==> src/rtl/mem_pkg.sv <==
// Purpose: shared types and widths for the 32-bit word to 16-bit SDRAM path.
// Latency: n/a (declarations only).
// Backpressure: n/a.
package mem_pkg;

  localparam int SDRAM_ADDR_W = 23;
  localparam int SDRAM_DATA_W = 16;
  localparam int WORD_W       = 32;

  typedef enum logic [2:0] {
    IDLE,
    LO_ISSUE,
    LO_WAIT,
    HI_ISSUE,
    HI_WAIT,
    DONE
  } bridge_state_t;

endpackage

==> src/rtl/sdram_watchdog.sv <==
// Purpose: per-half-access hang detector; counts cycles while en, cleared by clr.
// Latency: expired is combinational and rises in the TIMEOUT_CYCLES-th enabled cycle.
// Backpressure: none; the owner decides what to do when expired is seen.
// Ports: clk, rst_l (async active-low), clr (restart count), en (waiting cycle),
//        expired (this waiting cycle is the last one allowed).
module sdram_watchdog #(
  parameter int TIMEOUT_CYCLES = 1024
) (
  input  logic clk,
  input  logic rst_l,
  input  logic clr,
  input  logic en,
  output logic expired
);

  localparam int CNT_W = $clog2(TIMEOUT_CYCLES + 1);
  // Count holds the number of enabled cycles already completed, so the
  // current cycle is the last one when the count equals TIMEOUT_CYCLES-1.
  localparam logic [CNT_W-1:0] LAST = CNT_W'(TIMEOUT_CYCLES - 1);

  logic [CNT_W-1:0] count;

  always_ff @(posedge clk or negedge rst_l) begin
    if (!rst_l) begin
      count <= '0;
    end else if (clr) begin
      count <= '0;
    end else if (en && (count != LAST)) begin
      count <= count + CNT_W'(1);
    end
  end

  assign expired = en && (count == LAST);

endmodule

==> src/rtl/sdram_word_bridge.sv <==
// Purpose: splits one 32-bit word access into low-then-high 16-bit SDRAM accesses.
// Latency: accept edge to req_done is 5 cycles with SDRAM_done 1 cycle after each
//          SDRAM_as; every extra SDRAM wait or not-ready cycle adds 1.
// Backpressure: req_ready drops while a word is in flight or the PLL is unlocked;
//               SDRAM_as is held off while SDRAM_ready is low.
// Ports: req_* is the 32-bit word side (strobe/rw/addr/wdata in, ready/rdata/done/error out);
//        SDRAM_* is the 16-bit controller side (as/rw/addr/wdata out, ready/done/rdata/pll in).
module sdram_word_bridge
  import mem_pkg::*;
#(
  parameter int TIMEOUT_CYCLES = 1024
) (
  input  logic                    clk,
  input  logic                    rst_l,
  input  logic                    req_as,
  input  logic                    req_rw,
  input  logic [SDRAM_ADDR_W-2:0] req_addr,
  input  logic [WORD_W-1:0]       req_data_write,
  output logic                    req_ready,
  output logic [WORD_W-1:0]       req_data_read,
  output logic                    req_done,
  output logic                    req_error,
  input  logic                    SDRAM_pll_locked,
  input  logic                    SDRAM_ready,
  output logic                    SDRAM_as,
  output logic                    SDRAM_rw,
  output logic [SDRAM_ADDR_W-1:0] SDRAM_addr,
  output logic [SDRAM_DATA_W-1:0] SDRAM_data_write,
  input  logic [SDRAM_DATA_W-1:0] SDRAM_data_read,
  input  logic                    SDRAM_done
);

  bridge_state_t           state;
  logic                    accept;
  logic                    issue;
  logic                    wd_en;
  logic                    wd_expired;
  logic                    rw_q;
  logic [SDRAM_ADDR_W-1:0] sd_addr_q;
  logic [SDRAM_DATA_W-1:0] sd_wdata_q;
  logic [SDRAM_DATA_W-1:0] wdata_hi_q;
  logic [SDRAM_DATA_W-1:0] rd_lo_q;
  logic [SDRAM_DATA_W-1:0] rd_hi_q;

  assign req_ready = (state == IDLE) && SDRAM_pll_locked;
  assign accept    = req_as && req_ready;
  // The strobe must follow SDRAM_ready in the same cycle, so it is decoded
  // from the registered state rather than registered itself.
  assign issue     = ((state == LO_ISSUE) || (state == HI_ISSUE)) && SDRAM_ready;
  assign wd_en     = (state == LO_WAIT) || (state == HI_WAIT);

  assign SDRAM_as         = issue;
  assign SDRAM_rw         = rw_q;
  assign SDRAM_addr       = sd_addr_q;
  assign SDRAM_data_write = sd_wdata_q;

  sdram_watchdog #(
    .TIMEOUT_CYCLES(TIMEOUT_CYCLES)
  ) u_watchdog (
    .clk    (clk),
    .rst_l  (rst_l),
    .clr    (issue || accept),
    .en     (wd_en),
    .expired(wd_expired)
  );

  always_ff @(posedge clk or negedge rst_l) begin
    if (!rst_l) begin
      state         <= IDLE;
      rw_q          <= 1'b0;
      sd_addr_q     <= '0;
      sd_wdata_q    <= '0;
      wdata_hi_q    <= '0;
      rd_lo_q       <= '0;
      rd_hi_q       <= '0;
      req_data_read <= '0;
      req_done      <= 1'b0;
      req_error     <= 1'b0;
    end else begin
      req_done  <= 1'b0;
      req_error <= 1'b0;
      case (state)
        IDLE: begin
          if (accept) begin
            rw_q       <= req_rw;
            sd_addr_q  <= {req_addr, 1'b0};
            sd_wdata_q <= req_data_write[SDRAM_DATA_W-1:0];
            wdata_hi_q <= req_data_write[WORD_W-1:SDRAM_DATA_W];
            state      <= LO_ISSUE;
          end
        end
        LO_ISSUE: begin
          if (SDRAM_ready) state <= LO_WAIT;
        end
        LO_WAIT: begin
          // A completion in the limit cycle takes priority over the abort.
          if (SDRAM_done) begin
            if (rw_q) rd_lo_q <= SDRAM_data_read;
            sd_addr_q[0] <= 1'b1;
            sd_wdata_q   <= wdata_hi_q;
            state        <= HI_ISSUE;
          end else if (wd_expired) begin
            req_done      <= 1'b1;
            req_error     <= 1'b1;
            req_data_read <= '0;
            state         <= IDLE;
          end
        end
        HI_ISSUE: begin
          if (SDRAM_ready) state <= HI_WAIT;
        end
        HI_WAIT: begin
          if (SDRAM_done) begin
            if (rw_q) rd_hi_q <= SDRAM_data_read;
            state <= DONE;
          end else if (wd_expired) begin
            req_done      <= 1'b1;
            req_error     <= 1'b1;
            req_data_read <= '0;
            state         <= IDLE;
          end
        end
        DONE: begin
          req_done <= 1'b1;
          if (rw_q) req_data_read <= {rd_hi_q, rd_lo_q};
          state <= IDLE;
        end
        default: state <= IDLE;
      endcase
    end
  end

endmodule

==> config.mk <==
export PLATFORM = sky130hd
export DESIGN_NAME = sdram_word_bridge
export DESIGN_NICKNAME = d
export VERILOG_FILES = /design/src/rtl/mem_pkg.sv /design/src/rtl/sdram_watchdog.sv /design/src/rtl/sdram_word_bridge.sv
export SDC_FILE = /design/constraint.sdc
export NUM_CORES = 1
export LEC_CHECK = 0
export CAP_MARGIN = 5
export CORE_ASPECT_RATIO = 1.5
export CORE_MARGIN = 2
export CORE_UTILIZATION = 50
export CTS_CLUSTER_SIZE = 16
export DETAILED_ROUTE_END_ITERATION = 7
export GPL_TIMING_DRIVEN = 0
export PLACE_DENSITY = 0.89
export SYNTH_ARGS = -nofsm -noshare
export SYNTH_HDL_FRONTEND = slang
export SYNTH_SLANG_ARGS = --single-unit
==> constraint.sdc <==
create_clock -name clk -period 6.1 [get_ports clk]
set_clock_uncertainty 0.1 [all_clocks]
set_input_delay 0.915 -clock clk [delete_from_list [all_inputs] [get_ports clk]]
set_output_delay 0.915 -clock clk [all_outputs]
set_load 0.05 [all_outputs]
## Yosys cells after proc, flatten, opt, wreduce, memory -nomap -nowiden

Cells that the tools add are included.
Widths: inputs -> output; s select.

| storage, ports and cells | value |
|---|---|
| register bits | 136 |
| output and inout port bits | 76 |
| word-level logic and storage cells | 69 |

| cells by class | value |
|---|---|
| add/sub/neg operators | 1 |
| eq/ne operators | 14 |
| mux-type cells | 23 |
| reductions and logical operators | 19 |

Operators with widths:

| cell | count |
|---|---|
| $mux 32 | 3 |
| $pmux 32 s2 | 1 |
| $mux 16 | 2 |
| $pmux 16 s2 | 1 |
| $mux 11 | 2 |
| $mux 3 | 6 |
| $pmux 3 s5 | 1 |
| $ne 2x2->1 const B | 6 |
| $reduce_and 3->1 | 4 |
| $add 11x1->11 const B | 1 |
| $eq 11x10->1 const B | 1 |
| $ne 11x10->1 const B | 1 |
| $eq 3x2->1 const B | 2 |
| $eq 3x3->1 const B | 2 |
| $reduce_bool 2->1 | 3 |
| $logic_and 1x1->1 | 5 |
| $mux 1 | 5 |
| $pmux 1 s2 | 2 |
| $reduce_and 4->1 | 1 |
| $eq 3x1->1 const B | 1 |
| $logic_not 3->1 | 1 |
| $logic_or 1x1->1 | 3 |
| $ne 2x1->1 const B | 1 |
| $reduce_and 2->1 | 1 |
| $reduce_or 2->1 | 1 |

## Longest topological paths before layout

| logic depth | value |
|---|---|
| depth in word-level cells | 6 |
| depth in mapped cells | 7 |
| gate-level depth less buffers | 5 |

## Hierarchy

Synthesis repeated with hierarchy kept, for this count alone.

| second synthesis, totals | value |
|---|---|
| cell total of the unflattened synthesis | 458 |
| area total of the unflattened synthesis | 5933.2 µm² |

Modules (own cells, without submodules):

| module | times used | cells an instance | area an instance (µm²) | seq. area each (µm²) |
|---|---|---|---|---|
| sdram_word_bridge | 1 | 393 | 5320.1 | 3128.0 |
| sdram_watchdog | 1 | 65 | 613.1 | 275.3 |

## Least setup slack after synthesis

Ideal clock, no wire load.

| timing path | value |
|---|---|
| path kind | input-to-reg |
| from | input port SDRAM_pll_locked |
| to | register sd_wdata_q[10], in the netlist SDRAM_data_write[10] |
| arrival | 2613 ps |
| data required time | 5875 ps |
| path slack | 3262 ps |
| stages | 6 |
| cell sequence | nor4b_4 nand2_2 a211o_1 buf_6 buf_6 mux2_4 |

| on the way | value |
|---|---|
| word-level cells in the longest chain between the ends | 4 |

RTL lines:

| element | RTL line | RTL |
|---|---|---|
| start: declaration | sdram_word_bridge.sv:23 | `input logic SDRAM_pll_locked,` |
| $logic_and 1x1->1 | sdram_word_bridge.sv:45 | `assign req_ready = (state == IDLE) && SDRAM_pll_locked;` |
| $logic_and 1x1->1 | sdram_word_bridge.sv:46 | `assign accept = req_as && req_ready;` |
| $ne 2x2->1 (no line) | n/a |  |
| $reduce_and 3->1 (no line) | n/a |  |
| end signal: assignment | sdram_word_bridge.sv:87 | `sd_wdata_q <= req_data_write[SDRAM_DATA_W-1:0];` |
| end signal: assignment | sdram_word_bridge.sv:100 | `sd_wdata_q <= wdata_hi_q;` |
| end: declaration | sdram_word_bridge.sv:40 | `logic [SDRAM_DATA_W-1:0] sd_wdata_q;` |

Every way passes these cells.
A chain may end at the register's enable or synchronous reset.

## Worst setup path in the final report

| timing path | value |
|---|---|
| from | input port SDRAM_pll_locked |
| to | output port req_ready |

| on the way | value |
|---|---|
| word-level cells in the longest chain between the ends | 1 |

RTL lines:

| element | RTL line | RTL |
|---|---|---|
| $logic_and 1x1->1 | sdram_word_bridge.sv:45 |  |
| end: declaration | sdram_word_bridge.sv:19 | `output logic req_ready,` |

Every way passes these cells.

==> results.py <==
metrics = {
    "clock_tree": {
        "clock_latency_ns": 0.41,
        "cts.path.max_buffers": 2,
        "cts_setup_buffers": 0,
        "post_cts_resized": 0,
        "cts.sinks": 136,
        "h-tree-depth": 4,
        "cts_made_buffers": 17,
        "clkTransAtPathRegs_ns": 0.06,
        "cts-root-buf": "clkbuf_16",
        "cts_tree": "built",
        "ctsHoldBuffers": 0,
    },
    "drt": {
        "drtPass1Iterations": 4,
        "drc_errors": 0,
        "avgViaCountPerCell": 5.29,
        "avgRoutedWirePerCell_um": 17.8,
        "antenna_left": 0,
        "vias": 4097,
        "finalWirelength_mm": 13.8,
        "drt_iter0_drc": 254,
    },
    "worst_setup_path": {
        "worstSetupPathType": "primary input to output pin",
        "cp-start-kind": "primary input",
        "required_ns": 5.08,
        "r2r_cells": 6,
        "cp-end-kind": "output pin",
        "arrival_ns": 2.57,
        "critical_path.max_fanout": 3,
    },
    "sta": {
        "setup_viol": 0,
        "period_needed_ns": 3.59,
        "slew_violations": 0,
        "fin_ws_ns": 2.51,
        "slew_headroom_pct": 33.3,
        "tightest_slew_ns": 0.993,
        "fin_crit_sh_pct": 58.8,
        "setup_tns_ns": 0,
        "max_clock_freq_mhz": 279,
        "rsz0062_at_grt": "no",
        "hold_viol": 0,
    },
    "power": {
        "cellInternalPower_mw": 2.87,
        "power_density_nw_per_um2": 586,
        "total_leakage_power_nw": 3.49,
        "combinationalPowerShare_pct": 45.5,
        "irDropWorstVdd_uv": 381,
        "power_frac_clock_pct": 23.2,
        "seqPwrFrac_pct": 31.3,
        "p_sw_mw": 1.94,
        "switching_share_pct": 40.4,
    },
    "finish": {
        "layout.nets": 690,
        "antenna_cells": 0,
        "syn_to_final_growth_pct": 41.0,
        "drive_gt1_share_pct": 25.0,
        "post-route-util_pct": 72.0,
    },
    "place": {
        "gp_congestion": 0.810,
        "dp_hpwl_mm": 9.69,
        "place_ws_ns": 2.55,
        "port-buffer-count": 152,
    },
    "logic_synthesis": {
        "syn_avg_cell_area_um2": 13.2,
        "synth-edff-count": 0,
        "syn-cell-area_um2": 5830,
        "ys.warnings.count": 0,
        "ys_seq_elements": 136,
        "syn_nets": 518,
        "seq_area_frac_synth_pct": 58.4,
        "ys_types": 44,
        "async_reset_ff_share_pct": 100,
        "netlist_instances": 440,
        "ys.flop_type": "dfrtp_1",
    },
    "worst_hold_path": {
        "hold_path_class": "primary input to asynchronous set/reset pin",
    },
    "die": {
        "dieArea_um2": 12500,
        "die_h_um": 136,
        "io-pin-count": 153,
        "die_w_um": 92.1,
        "start_util_pct": 51.1,
        "num_rows": 48,
        "coreArea_um2": 11400,
    },
    "grt": {
        "antenna_found_initial": 0,
        "grt_max_degree": 73,
        "grt_pass1_wl_mm": 22.4,
        "grt_use_total_pct": 22.7,
        "grt_pass1_vias": 4433,
        "grt-ovfl-total": 0,
    },
    "job": {
        "max_cap_violations": 0,
    },
    "outcome": {
        "outcome": "complete, no violations",
    },
}
[cell usage in the layout, fill, tap and decap left out, types with 5 or more instances in the layout]
cell type        Yosys  routed
buf_2                6       6
mux2_2              94      94
nor3_1               6       6
nand2_1             45      45
clkbuf_1             7       7
mux2_4               9       9
clkdlybuf4s50_1      0     151
nor2_1               6       6
buf_6                5       6
dfrtp_1            136     136
mux2i_1             36      36
inv_6                0       5
nand3_1              6       6
inv_1               35      35
clkbuf_16            0      17
[power by group through the flow]
stage / registers [mW] / logic (mW) / clock network, mW
5_1_grt: 1.55 / 2.29 / 1.17
2_1_floorplan: 2.24 / 0.724 / 0
3_5_place_dp: 1.51 / 2.19 / 0
4_1_cts: 1.51 / 2.21 / 1.13
3_3_place_gp: 1.48 / 2.14 / 0
6_report: 1.51 / 2.19 / 1.12
[cells by family after synthesis]
kind of cell	Yosys count	synth area share [%]
multiplexers	139	26.7
flip-flops	136	58.4
AND/OR/NAND/NOR	86	7.32
buffers and inverters	55	4.32
AO/OA/AOI/OAI	23	3.05
adder cells (fa/ha/maj)	1	0.215
[flip-flops by register name (all words and copies together) (netlist names)]
signal,cells
req_data_read,32
state,3
SDRAM_rw,1
req_done,1
rd_lo_q,16
u_watchdog.count,11
rd_hi_q,16
SDRAM_addr,23
req_error,1
SDRAM_data_write,16
wdata_hi_q,16
[path summary, 6_finish.rpt]
path	start	to	slack, ns
worst min register to register	SDRAM_addr[12]	SDRAM_addr[12]	0.41
worst max register to register	state[0]	rd_hi_q[14]	3.57
worst min-delay path	rst_l	SDRAM_data_write[7]	0.41
max in group asynchronous	rst_l	rd_hi_q[2]	4.73
worst max-delay path	SDRAM_pll_locked	req_ready	2.51
min in group clk	SDRAM_addr[12]	SDRAM_addr[12]	0.41
[cell usage after synthesis (all sizes together) (2+ instances only)]
cell | instances | area [µm²]
or3 | 4 | 25.0
nand4 | 3 | 18.8
o21ai | 3 | 15.0
buf | 13 | 93.8
inv | 35 | 131
a21oi | 5 | 28.8
o211ai | 3 | 22.5
nor3 | 7 | 40.0
o31ai | 2 | 15.0
nor4b | 2 | 32.5
nand2 | 46 | 175
nand3 | 6 | 30.0
nand2b | 3 | 18.8
mux2 | 103 | 1190
mux2i | 36 | 360
clkbuf | 7 | 26.3
dfrtp | 136 | 3400
or2 | 2 | 12.5
nor2 | 7 | 28.8
[area by class of cell]
class | instances | area [µm²]
Buffer | 20 | 120
Clock buffer | 18 | 439
Clock inverter | 14 | 209
Fill cell | 729 | 3200
Inverter | 35 | 131
Multi-Input combinational cell | 249 | 2170
Sequential cell | 136 | 3400
Tap cell | 150 | 188
Timing Repair Buffer | 153 | 1550
[through the flow]
step           cells  hold slack (ns)  instance area, µm²  power, mW
2_1_floorplan    440            0.370                5830       2.97
3_3_place_gp     742            0.380                7530       3.62
3_5_place_dp     743            0.393                7560       3.70
4_1_cts          775            0.408                8210       4.85
5_1_grt          775            0.416                8210       5.02
6_report         775            0.406                8210       4.81
[critical path, stage by stage]
cell and delay [ns]:
clkdlybuf4s50_1 0.45, nor4b_4 0.29, clkdlybuf4s50_1 0.91
[routing by layer]
| layer | routed length [µm] | global-route usage [%] |
|---|---|---|
| met3 | 879 | 6.93 |
| met4 | 113 | 5.39 |
| met2 | 7430 | 41.0 |
| met1 | 5350 | 26.5 |
| met5 | 0 | 0 |
No activity file was read; power rests on OpenSTA's default activity.
